File: src/rtl/cpu_pkg.sv
// Encodings shared by the ControlUnit, LoadBox and the store path, so that the
// size field and FSM states mean the same thing everywhere in the CPU.
package cpu_pkg;

  typedef enum logic [1:0] {
    SZ_WORD = 2'b00,
    SZ_HALF = 2'b01,
    SZ_BYTE = 2'b10,
    SZ_ILL  = 2'b11
  } store_size_t;

  typedef enum logic [2:0] {
    ST_IDLE     = 3'd0,
    ST_RD_ISSUE = 3'd1,
    ST_RD_WAIT  = 3'd2,
    ST_WRITE    = 3'd3,
    ST_RESP     = 3'd4
  } store_state_t;

  // Illegal size 11 is reported as misaligned so the request aborts cleanly.
  function automatic logic is_misaligned(input logic [1:0] size, input logic [1:0] off);
    logic mis;
    case (size)
      SZ_WORD: mis = (off != 2'b00);
      SZ_HALF: mis = off[0];
      SZ_BYTE: mis = 1'b0;
      default: mis = 1'b1;
    endcase
    return mis;
  endfunction

endpackage

File: src/rtl/store_merge.sv
// Lane merge for sub-word stores: drops the new halfword/byte into the old
// little-endian word at the lane selected by the byte offset.
module store_merge
  import cpu_pkg::*;
(
  input  logic [31:0]  old_word,
  input  logic [31:0]  new_data,
  input  store_size_t  size,
  input  logic [1:0]   byte_off,
  output logic [31:0]  merged
);

  always_comb begin
    merged = old_word;
    case (size)
      SZ_WORD: merged = new_data;
      SZ_HALF: begin
        if (byte_off[1]) merged[31:16] = new_data[15:0];
        else             merged[15:0]  = new_data[15:0];
      end
      SZ_BYTE: begin
        case (byte_off)
          2'd0:    merged[7:0]   = new_data[7:0];
          2'd1:    merged[15:8]  = new_data[7:0];
          2'd2:    merged[23:16] = new_data[7:0];
          default: merged[31:24] = new_data[7:0];
        endcase
      end
      default: merged = old_word;
    endcase
  end

endmodule

File: src/rtl/store_unit.sv
// Store path to Memoria: word stores write straight through, halfword/byte
// stores read the containing word, merge the lane and write it back.
module store_unit
  import cpu_pkg::*;
#(
  parameter int READ_LATENCY = 1,
  parameter int ADDR_W       = 32
) (
  input  logic              Clk,
  input  logic              Reset,
  input  logic              req_valid,
  output logic              req_ready,
  input  logic [ADDR_W-1:0] req_addr,
  input  logic [31:0]       req_data,
  input  logic [1:0]        req_size,
  output logic              done,
  output logic              misaligned,
  output logic [ADDR_W-1:0] mem_addr,
  output logic              mem_wr,
  output logic [31:0]       mem_datain,
  input  logic [31:0]       mem_dataout,
  output logic              mem_own
);

  localparam int CNT_W = 3;
  localparam logic [CNT_W-1:0] WAIT_LOAD = CNT_W'(READ_LATENCY - 1);

  store_state_t      state, state_nxt;
  logic [ADDR_W-1:0] addr_q;
  logic [31:0]       data_q;
  store_size_t       size_q;
  logic              mis_q;
  logic [31:0]       merge_q;
  logic [CNT_W-1:0]  wait_cnt;
  logic [31:0]       merged;
  logic              accept;
  logic [ADDR_W-1:0] addr_aligned;

  assign accept       = req_valid && (state == ST_IDLE);
  assign addr_aligned = {addr_q[ADDR_W-1:2], 2'b00};

  store_merge u_merge (
    .old_word (merge_q),
    .new_data (data_q),
    .size     (size_q),
    .byte_off (addr_q[1:0]),
    .merged   (merged)
  );

  always_ff @(posedge Clk) begin
    if (Reset) begin
      state    <= ST_IDLE;
      addr_q   <= '0;
      data_q   <= '0;
      size_q   <= SZ_WORD;
      mis_q    <= 1'b0;
      merge_q  <= '0;
      wait_cnt <= '0;
    end else begin
      state <= state_nxt;
      if (accept) begin
        addr_q <= req_addr;
        data_q <= req_data;
        size_q <= store_size_t'(req_size);
        mis_q  <= is_misaligned(req_size, req_addr[1:0]);
      end
      if (state == ST_RD_ISSUE) begin
        wait_cnt <= WAIT_LOAD;
      end else if (state == ST_RD_WAIT && wait_cnt != '0) begin
        wait_cnt <= wait_cnt - 1'b1;
      end
      // The old word is valid exactly when the wait counter has run out.
      if (state == ST_RD_WAIT && wait_cnt == '0) begin
        merge_q <= mem_dataout;
      end
    end
  end

  always_comb begin
    state_nxt  = state;
    req_ready  = 1'b0;
    done       = 1'b0;
    misaligned = 1'b0;
    mem_addr   = '0;
    mem_wr     = 1'b0;
    mem_datain = '0;
    mem_own    = 1'b0;
    case (state)
      ST_IDLE: begin
        req_ready = 1'b1;
        if (req_valid) begin
          if (is_misaligned(req_size, req_addr[1:0])) state_nxt = ST_RESP;
          else if (req_size == SZ_WORD)               state_nxt = ST_WRITE;
          else                                        state_nxt = ST_RD_ISSUE;
        end
      end
      ST_RD_ISSUE: begin
        mem_own   = 1'b1;
        mem_addr  = addr_aligned;
        state_nxt = ST_RD_WAIT;
      end
      ST_RD_WAIT: begin
        mem_own  = 1'b1;
        mem_addr = addr_aligned;
        if (wait_cnt == '0) state_nxt = ST_WRITE;
      end
      ST_WRITE: begin
        mem_own    = 1'b1;
        mem_wr     = 1'b1;
        mem_addr   = addr_aligned;
        mem_datain = merged;
        state_nxt  = ST_RESP;
      end
      ST_RESP: begin
        done       = 1'b1;
        misaligned = mis_q;
        state_nxt  = ST_IDLE;
      end
      default: state_nxt = ST_IDLE;
    endcase
  end

endmodule

File: config.mk
export PLATFORM = sky130hd
export DESIGN_NAME = store_unit
export DESIGN_NICKNAME = d
export VERILOG_FILES = /design/src/rtl/cpu_pkg.sv /design/src/rtl/store_merge.sv /design/src/rtl/store_unit.sv
export SDC_FILE = /design/constraint.sdc
export NUM_CORES = 1
export LEC_CHECK = 0
export BUFFER_PORTS_ARGS = -buffer_cell sky130_fd_sc_hd__buf_2
export CELL_PAD_IN_SITES_DETAIL_PLACEMENT = 1
export CELL_PAD_IN_SITES_GLOBAL_PLACEMENT = 1
export CORE_AREA = 4 4 119 133
export CTS_CLUSTER_DIAMETER = 50
export DETAILED_ROUTE_END_ITERATION = 10
export DIE_AREA = 0 0 123 137
export PLACE_DENSITY_LB_ADDON = 0.12
export SYNTH_ARGS = -nofsm -noshare
export SYNTH_HDL_FRONTEND = slang
export SYNTH_SLANG_ARGS = --single-unit
File: constraint.sdc
create_clock -name Clk -period 1.9 [get_ports Clk]
set_input_delay 0.38 -clock Clk [delete_from_list [all_inputs] [get_ports Clk]]
set_output_delay 0.38 -clock Clk [all_outputs]
set_load 0.02 [all_outputs]
==> results of run 1 <==
worst max-delay path: cells and delay by family (launching register included):
kind	cells	cell delay, ns
AOI/OAI and AO/OA	2	0.24
buffers and inverters	3	0.45
DFF	1	0.37
and+or+nand+nor	2	0.35
registers in the layout, summed over array words and instances, names as in the netlist:
| register | count |
|---|---|
| wait_cnt | 3 |
| addr_q | 32 |
| mis_q | 1 |
| data_q | 32 |
| state | 3 |
| merge_q | 32 |
| size_q | 2 |
report_power, final:
group	total [mW]	internal, mW	leakage (nW)	switching (mW)
registers	2.48	2.35	0.861	0.131
logic	1.26	0.557	1.98	0.703
clock network	1.87	1.04	0.140	0.829
total	5.60	3.94	2.98	1.66
cells by family (layout without fill, tap and decap cells):
kind of cell / after synthesis / in the layout / share of synthesized area (%)
xor gates and xnor gates: 2 / 2 / 0.340
AOI/OAI and AO/OA: 191 / 191 / 20.8
adders and majority gates: 2 / 2 / 0.486
other: 1 / 3 / 0.0729
buffers and inverters: 69 / 241 / 6.86
DFF: 105 / 105 / 40.8
and+or+nand+nor: 315 / 315 / 27.5
muxes: 16 / 16 / 3.14
final timing paths:
kind              slack, ns                       end                     from
hold reg to reg        0.45   addr_q[28]$_SDFFE_PP0P_  addr_q[28]$_SDFFE_PP0P_
setup / recovery      -0.25             mem_datain[3]   size_q[1]$_SDFFE_PP0P_
setup reg to reg       0.16   data_q[16]$_SDFFE_PP0P_    state[1]$_SDFFE_PP0P_
hold / removal         0.26  merge_q[19]$_SDFFE_PP0P_          mem_dataout[19]
area by class of cell:
type	instances	area share [%]
multi-input combinational	528	40.8
sequential	105	28.7
timing repair buffer	221	23.0
tap	192	3.26
clock buffer	10	3.25
clock inverter	3	0.595
inverter	7	0.357
antenna	1	0.0340
through the flow:
stage                     power (mW)  utilization, %  setup slack [ns]  std cells  setup TNS, ns
after floorplan                 3.14               -          0.000153        702              0
after global placement          3.50            43.7             0.106       1034              0
after detailed placement        3.54            43.7            0.0685       1034              0
after global routing            5.87            51.4            -0.302       1067          -8.54
after CTS                       5.56            49.6            -0.206       1061          -5.82
final                           5.60            51.4            -0.246       1067          -5.67
synth_stat cells (2+ instances only):
library cell	number	area [µm²]
a211oi_1	4	30.0
a21oi_1	131	656
a31oi_1	8	50.1
and2_1	30	188
and3_1	2	12.5
buf_1	2	7.51
buf_2	14	70.1
buf_4	18	135
clkbuf_1	26	97.6
dfxtp_1	105	2100
ha_1	2	25.0
inv_1	7	26.3
mux2i_1	15	150
nand2_1	211	792
nand2b_1	12	75.1
nand3_1	12	60.1
nand4_1	7	43.8
nor2_1	19	71.3
nor2b_1	12	75.1
nor3_1	2	10.0
o21a_1	9	67.6
o21ai_0	19	95.1
o22a_1	8	70.1
o22ai_1	2	12.5
per-layer routing:
metal  global-route usage [%]  wire (µm)
met1                     24.9       7440
met2                     41.5      10300
met3                     4.88       1030
met4                     8.31        504
met5                        0         45
placed cells by master, fill, tap and decap left out, types with 3 or more instances in the layout:
| master | Yosys | final |
|---|---|---|
| a211oi_1 | 4 | 4 |
| a21oi_1 | 131 | 115 |
| a21oi_2 | 1 | 17 |
| a31oi_1 | 8 | 7 |
| and2_1 | 30 | 14 |
| and2_4 | 0 | 16 |
| buf_12 | 0 | 8 |
| buf_2 | 14 | 117 |
| buf_4 | 18 | 50 |
| buf_6 | 1 | 39 |
| buf_8 | 0 | 5 |
| clkbuf_16 | 0 | 9 |
| dfxtp_1 | 105 | 98 |
| dfxtp_2 | 0 | 6 |
| inv_1 | 7 | 6 |
| mux2i_1 | 15 | 14 |
| nand2_1 | 211 | 210 |
| nand2b_1 | 12 | 10 |
| nand3_1 | 12 | 3 |
| nand3_2 | 0 | 8 |
| nand4_1 | 7 | 7 |
| nor2_1 | 19 | 16 |
| nor2b_1 | 12 | 10 |
| o21a_1 | 9 | 8 |
| o21ai_1 | 1 | 6 |
| o21ai_2 | 1 | 12 |
| o21ai_4 | 0 | 3 |
| o22a_1 | 8 | 8 |
what timing repair did:
item,in CTS,in global routing
setup endpoints to repair,63,52
pin swaps,23,33
gates resized for setup,143,66
cloned,3,0
buffers inserted,11,6
==> impl_metrics.toml, run 1 <==
[drt]
wl_um = 19300
vias_per_cell = 5.11
dr.first_iter.drc_count = 209
dr.pass1.iters = 4
drc = 0
antenna_left = 0
num_vias = 5449
wire_per_inst_um = 18.1

[cts]
root_buffer = "clkbuf_16"
insertion_delay_ns = 0.35
htreeDepth = 3
cts_sinks = 105
cts_tree = "done"
cts_hold_buf = 0
cts_buffer_depth = 2
clkSlewWorstSetupHoldPaths_ns = 0.07
cts_made_buffers = 9

[floorplanning]
die-area_um2 = 16900
start_util_pct = 35.9
fp.dieH_um = 137
row_count = 46
die-width_um = 123
ioPinCount = 170
core_area_um2 = 14300

[timing]
hold_viol = 0
clock_skew_ns = 0.0108
slew_viol_final = 0
hold_ws_ns = 0.258
rsz0062_at_grt = "yes"
setup_violations = 40
period_share_pct = 113
fmax_mhz = 466
setup_ws_ns = -0.246
min_period_ns = 2.15

[grt]
antenna_found_initial = 5
grt_max_degree = 81
gr-usage-all-layers_pct = 22.4
grt_pass1_vias = 5862
grt_pass1_wl_um = 29900
grt.overflow.total = 0

[cells_and_area]
final_nets = 975
seqCellArea_um2 = 2110
multi_input_area_um2 = 3010
drive_gt1_share_pct = 36.6
final.fill_count = 1763
stdcell_area_um2 = 7360
syn_to_final_growth_pct = 43.1

[hold_path]
hold_depth = 3
hold_class = "in2reg"

[worst_setup_path]
path_cells = "or2_4, buf_6, o21ai_4, buf_12, nand3_1, a21oi_1, buf_4"
worst_path_largest_cell_delay_ns = 0.37
worst_ep_required_time_ns = 1.52
crit_arrival_ns = 1.77
critPathCaptureType = "output port"
setup.worst_path.class = "reg2out"
crit_slowest_cell = "dfxtp_4"
startpoint_type = "flip-flop"
r2r_cells = 8
cp_max_fo = 8

[power_and_ir_drop]
power_per_cell_area_nw_per_um2 = 761
cellLeakagePower_nw = 2.98
peakVddDrop_mv = 0.416

[placed_design]
globalplace.congestion = 0.815
port_buffers = 167
dp_hpwl_um = 13200
place_area_um2 = 6260

[outcome]
failed_checks = "setup timing"
outcome = "complete, but fails checks"

[synthesis]
ys_seq_area_share_pct = 40.8
syn-instance-count = 701
ys.flop_type = "dfxtp_1"
ys_warn_count = 0
synth_cell_types = 48
ys_ff_latch = 105
synth_edf_count = 0
syn_avg_cell_area_um2 = 7.34
synthArstFlopShare_pct = 0
synth_area_um2 = 5150

[job]
maxCapViolCount = 0
No activity file was read; power rests on OpenSTA's default activity.
==> inputs of run 2 (changes only) <==
==> constraint.sdc (replaced) <==
create_clock -name Clk -period 1.9 [get_ports Clk]
set_input_delay 0 -clock Clk [delete_from_list [all_inputs] [get_ports Clk]]
set_output_delay 0 -clock Clk [all_outputs]
set_load 0.02 [all_outputs]
==> run 2 against run 1 <==
The run now ends clean. Via count is 4.6% higher. Non-clock buffer count is 69 higher. Total power is 2.7% lower. Sequential cell count stayed put. First-iteration DRC count is 9.1% higher. Critical path depth is 1 lower. Register-to-register slack better by 0.09 ns. Setup slack better by 0.27 ns. Final area is 2.8% higher.
==> impl_metrics.toml, run 2 (synthesis gave the netlist of run 1 again) <==
[drt]
dr.pass1.iters = 4
antenna_left = 0
wl_um = 19100
drc = 0
wire_per_inst_um = 16.8
dr.first_iter.drc_count = 228
vias_per_cell = 5.01
num_vias = 5702

[power_and_ir_drop]
peakVddDrop_mv = 0.388
cellLeakagePower_nw = 3.12
finalPower_mw = 5.45
power_per_cell_area_nw_per_um2 = 721

[timing]
hold_viol = 0
finalSetupTns_ns = 0
period_share_pct = 98.5
clock_skew_ns = 0.00507
fmax_mhz = 534
setup_violations = 0
min_period_ns = 1.87
rsz0062_at_grt = "yes"
slew_viol_final = 0
slew_headroom_pct = 52.3
worst_pin_slew_ns = 0.716

[placed_design]
port_buffers = 167
globalplace.congestion = 0.794
dp_hpwl_um = 13000
placed_cells = 1023

[floorplanning]
fp.dieH_um = 137
core_area_um2 = 14300
die-width_um = 123
start_util_pct = 35.9
ioPinCount = 170
row_count = 46
die-area_um2 = 16900

[worst_setup_path]
path_delay_family = "buffers and inverters"
crit_slowest_cell = "dfxtp_1"
crit_arrival_ns = 1.87
cp.buffers_inverters = 3
path_cells = "buf_4, buf_8, nor2_1, a311o_1, a21oi_2, buf_4"
cp_max_fo = 22
startpoint_type = "flip-flop"
setup.worst_path.class = "reg2out"
worst_ep_required_time_ns = 1.90
crit_top_cell = "buf_4"
critPathCaptureType = "output port"
worst_path_largest_cell_delay_ns = 0.36

[grt]
gr-usage-all-layers_pct = 23.1
grt.overflow.total = 0
grt_pass1_wl_um = 30600
grt_max_degree = 66
antenna_found_initial = 0
grt_pass1_vias = 6010

[hold_path]
hold_class = "in2reg"

[cells_and_area]
final_common_cell = "nand2_1"
final_cell_mix = "nand2_1, buf_2, a21oi_1, dfxtp_1, dlygate4sd3_1"
final.fill_count = 1811
final_cell_count_no_fill = 1138
final_nets = 1044
largestRegisters = "addr_q x32, data_q x32, merge_q x32"
drive_gt1_share_pct = 25.4
syn_to_final_growth_pct = 47.0
final_core_util_pct = 52.8
diodes = 0

[cts]
cts_buffer_depth = 2
root_buffer = "clkbuf_16"
cts_sinks = 105
cts_made_buffers = 9
insertion_delay_ns = 0.35
htreeDepth = 3
clkSlewWorstSetupHoldPaths_ns = 0.07
cts_tree = "done"

[job]
maxCapViolCount = 0

[outcome]
outcome = "finished, final reports clean"
[run 2: cell count changes in the layout (fill, tap and decap cells not counted), moves of 16 or more]
cell and delta:
dlygate4sd3_1 +98, buf_2 +38, buf_6 -36, buf_4 -21, o21ai_0 +19, and2_1 +16, and2_4 -16
[run 2: report_power, final]
| group | leakage, nW | switching [mW] | internal (mW) |
|---|---|---|---|
| clock network | 0.132 | 0.843 | 0.968 |
| registers | 0.860 | 0.126 | 2.35 |
| logic | 2.12 | 0.637 | 0.532 |
[run 2: per-stage QoR]
step                worst slack [ns]  hold slack [ns]  instance area, µm²
finish                        0.0284            0.138                7570
global placement               0.323            0.240                6120
CTS                          -0.0863            0.137                7420
floorplan                      0.380            0.136                5150
global route                 -0.0382            0.152                7570
detailed placement             0.263            0.246                6120
[run 2: routing by layer]
metal / global-route usage, % / part of all wire, % / vias up
met5: 0 / 0 / -
met4: 8.86 / 2.1 / 0
met3: 4.13 / 4.4 / 31
met2: 42.3 / 53 / 130
met1: 26.4 / 40 / 2728
li1: - / - / 2813
[run 2: repair_timing]
item | 4_1_cts | 5_1_grt
resized for setup | 9 | 41
pin swaps | 0 | 6
buffers inserted | 0 | 1
setup endpoints to repair | 55 | 45
hold buffers | 98 | 0
endpoints found under the hold margin | 98 | 0
[run 2: path summary, 6_finish.rpt]
check,end,cells after the start,startpoint,slack [ns]
min,state[2]$_SDFFE_PP0P_,4,req_valid,0.14
max,mem_datain[31],6,size_q[1]$_SDFFE_PP0P_,0.03
min reg2reg,addr_q[7]$_SDFFE_PP0P_,2,addr_q[7]$_SDFFE_PP0P_,0.45
max reg2reg,state[0]$_SDFFE_PP0P_,6,wait_cnt[0]$_SDFFE_PP0P_,0.25
[run 2: tightest hold or removal path, cell delays in order]
cell and delay, ns:
buf_2 0.13, nand2b_4 0.09, a211o_1 0.17, nor2_1 0.06
[run 2: cell type report]
type	instances	area [µm²]	share of cell area [%]
Clock buffer	13	260	3.44
Inverter	7	30.0	0.397
Clock inverter	3	23.8	0.314
Sequential cell	105	2110	27.9
Tap cell	192	240	3.17
Multi-Input combinational cell	528	2800	37.1
Timing Repair Buffer	290	2100	27.7
==> inputs of run 3 (changes only) <==
- ABC_AREA: default -> 1
- CORE_AREA: 4 4 119 133 -> 4 4 122 135
- DIE_AREA: 0 0 123 137 -> 0 0 126 139
==> run 3 against run 2 <==
Final cell count grew 6.5%. Highest routed layer unchanged. Sequential power grew 4%. Clock-buffer cell count shrank 2. Global-route usage grew 0.055 points. Routed wire length grew 7.2%. Critical endpoint unchanged. Synthesized area grew 1.1%. Worst hold slack gained 0.0042 ns.
==> impl_metrics.toml, run 3 <==
[outcome]
outcome = "finished, final reports clean"

[floorplanning]
start_util_pct = 34.6
ioPinCount = 170
core_area_um2 = 15100
die-width_um = 126
die-area_um2 = 17500
row_count = 47
fp.dieH_um = 139

[timing]
min_period_ns = 1.82
slew_viol_final = 0
rsz0062_at_grt = "yes"
fmax_mhz = 551
clock_skew_ns = 0.00836
period_share_pct = 95.6
finalSetupTns_ns = 0
setup_violations = 0
hold_viol = 0

[drt]
wire_per_inst_um = 16.9
antenna_left = 0
dr.first_iter.drc_count = 325
wl_um = 20500
vias_per_cell = 4.95
dr.pass1.iters = 4
drc = 0
num_vias = 6000

[grt]
grt_max_degree = 77
grt_pass1_wl_um = 32900
grt_pass1_vias = 6327
gr-usage-all-layers_pct = 23.1
antenna_found_initial = 0
grt.overflow.total = 0

[cells_and_area]
syn_to_final_growth_pct = 44.5
final_common_cell = "buf_2"
diodes = 0
drive_gt1_share_pct = 22.3
final_cell_mix = "buf_2, a21oi_1, nand2_1, dfxtp_1, dlygate4sd3_1"
final.fill_count = 1987
final_nets = 1115
largestRegisters = "addr_q x32, data_q x32, merge_q x32"
final_cell_count_no_fill = 1212
final_core_util_pct = 49.9

[cts]
htreeDepth = 3
cts_made_buffers = 9
cts_tree = "done"
root_buffer = "clkbuf_16"
cts_buffer_depth = 2
clkSlewWorstSetupHoldPaths_ns = 0.07
cts_sinks = 105
insertion_delay_ns = 0.35

[synthesis]
synth_compound_area_share_pct = 24.0
synth-xor-area-share_pct = 0
ys_seq_area_share_pct = 40.4
syn_avg_cell_area_um2 = 6.76
syn-instance-count = 770
synthSimpleGateAreaFrac_pct = 22.6
synth_edf_count = 0
ys.flop_type = "dfxtp_1"
synth_top_family_by_area = "compound AO/OA/AOI/OAI gates"
synthMuxAreaShare_pct = 0
yosysTopAreaCell = "dfxtp_1"
synth_most_common_cell = "a21oi_1"
synth.area.top_cells = "dfxtp_1, a21oi_1, o21ai_0, nand2_1, nand3_1"
ys_ff_latch = 105
synth_area_um2 = 5200
yosys.area_share.adder_pct = 0.481
yosysTopAreaCellShare_pct = 40.4
synth_cell_types = 28
netlist_top_cells_count = "a21oi_1, nand2_1, dfxtp_1, inv_1, o21ai_0"
synthArstFlopShare_pct = 0
ys_warn_count = 0

[worst_setup_path]
startpoint_type = "flip-flop"
worst_ep_required_time_ns = 1.90
r2r_cells = 7
cp-startpoint = "size_q[1]$_SDFFE_PP0P_"
critPathCaptureType = "output port"
cp-endpoint = "mem_datain[31]"
cp_max_fo = 9
crit_arrival_ns = 1.82
rrSetupSlack_ns = 0.12
rr_endpoint = "merge_q[16]$_SDFFE_PP0P_"
rr_startpoint = "wait_cnt[0]$_SDFFE_PP0P_"
setup.worst_path.class = "reg2out"

[placed_design]
placed_cells = 1096
port_buffers = 167
dp_hpwl_um = 14400
globalplace.congestion = 0.871

[job]
maxCapViolCount = 0

[power_and_ir_drop]
peakVddDrop_mv = 0.402
power_per_cell_area_nw_per_um2 = 790
finalPower_mw = 5.94
cellLeakagePower_nw = 3.35

[hold_path]
hold_class = "in2reg"
-- run 3: cell types whose count changed after synthesis, moves of 15 or more --
cell	delta
o21ai_0	+69
inv_1	+83
nand3_1	+61
mux2i_1	-15
nand2_1	-103
nor2_1	+49
and2_1	-30
-- run 3: cell type report --
| type | count | area, µm² | area share, % |
|---|---|---|---|
| flip-flops and latches | 105 | 2110 | 28.1 |
| clock inverters | 4 | 51.3 | 0.683 |
| clock buffers | 11 | 243 | 3.23 |
| multi-input cells | 516 | 2500 | 33.3 |
| well taps | 196 | 245 | 3.26 |
| inverters | 98 | 383 | 5.09 |
| repair buffers | 282 | 1980 | 26.3 |
-- run 3: metal layers --
metal	vias up	track usage, %	wire length (µm)
li1	3011	-	-
met1	2841	26.7	8290
met2	126	43.9	11100
met3	22	3.66	771
met4	0	6.04	303
met5	-	0	0
-- run 3: metrics by stage --
step | area, µm² | hold WS, ns | worst slack, ns
global placement | 6130 | 0.268 | 0.242
CTS | 7440 | 0.121 | 0.000826
floorplan | 5210 | 0.164 | 0.356
global route | 7520 | 0.165 | -0.0402
detailed placement | 6130 | 0.283 | 0.153
finish | 7520 | 0.142 | 0.0842
-- run 3: worst min-delay path by stage --
stage | depth (start not counted) | start | to | slack (ns)
finish | 5 | Reset | addr_q[11]$_SDFFE_PP0P_ | 0.14
detailed placement | 3 | mem_dataout[7] | merge_q[7]$_SDFFE_PP0P_ | 0.28
global route | 5 | Reset | addr_q[13]$_SDFFE_PP0P_ | 0.16
CTS | 5 | Reset | addr_q[6]$_SDFFE_PP0P_ | 0.12
global placement | 3 | mem_dataout[22] | merge_q[22]$_SDFFE_PP0P_ | 0.27
floorplan | 2 | req_data[23] | data_q[23]$_SDFFE_PP0P_ | 0.16
-- run 3: cells by family after synthesis --
group	Yosys count
adder cells (fa/ha/maj)	2
flip-flops	105
AND/OR/NAND/NOR	269
AO/OA/AOI/OAI	243
other	1
buffers and inverters	150
-- run 3: power by group --
group / total, mW / internal [mW] / leakage [nW] / switching (mW)
logic: 1.45 / 0.555 / 2.34 / 0.890
registers: 2.57 / 2.41 / 0.864 / 0.160
clock network: 1.92 / 1.06 / 0.142 / 0.866
total: 5.94 / 4.02 / 3.35 / 1.92
-- run 3: timing repair --
action | 4_1_cts | 5_1_grt
gates resized for setup | 8 | 18
hold endpoints to repair | 98 | 0
setup endpoints to repair | 32 | 39
buffers inserted | 2 | 1
pin swaps | 2 | 2
hold buffers | 98 | 0
-- run 3: critical path, stage by stage (launching register included) --
cell,delay [ns]
dfxtp_4,0.40
nor2_2,0.34
buf_4,0.23
nand2_1,0.08
nand4_1,0.09
nand2_1,0.08
inv_1,0.07
buf_2,0.16
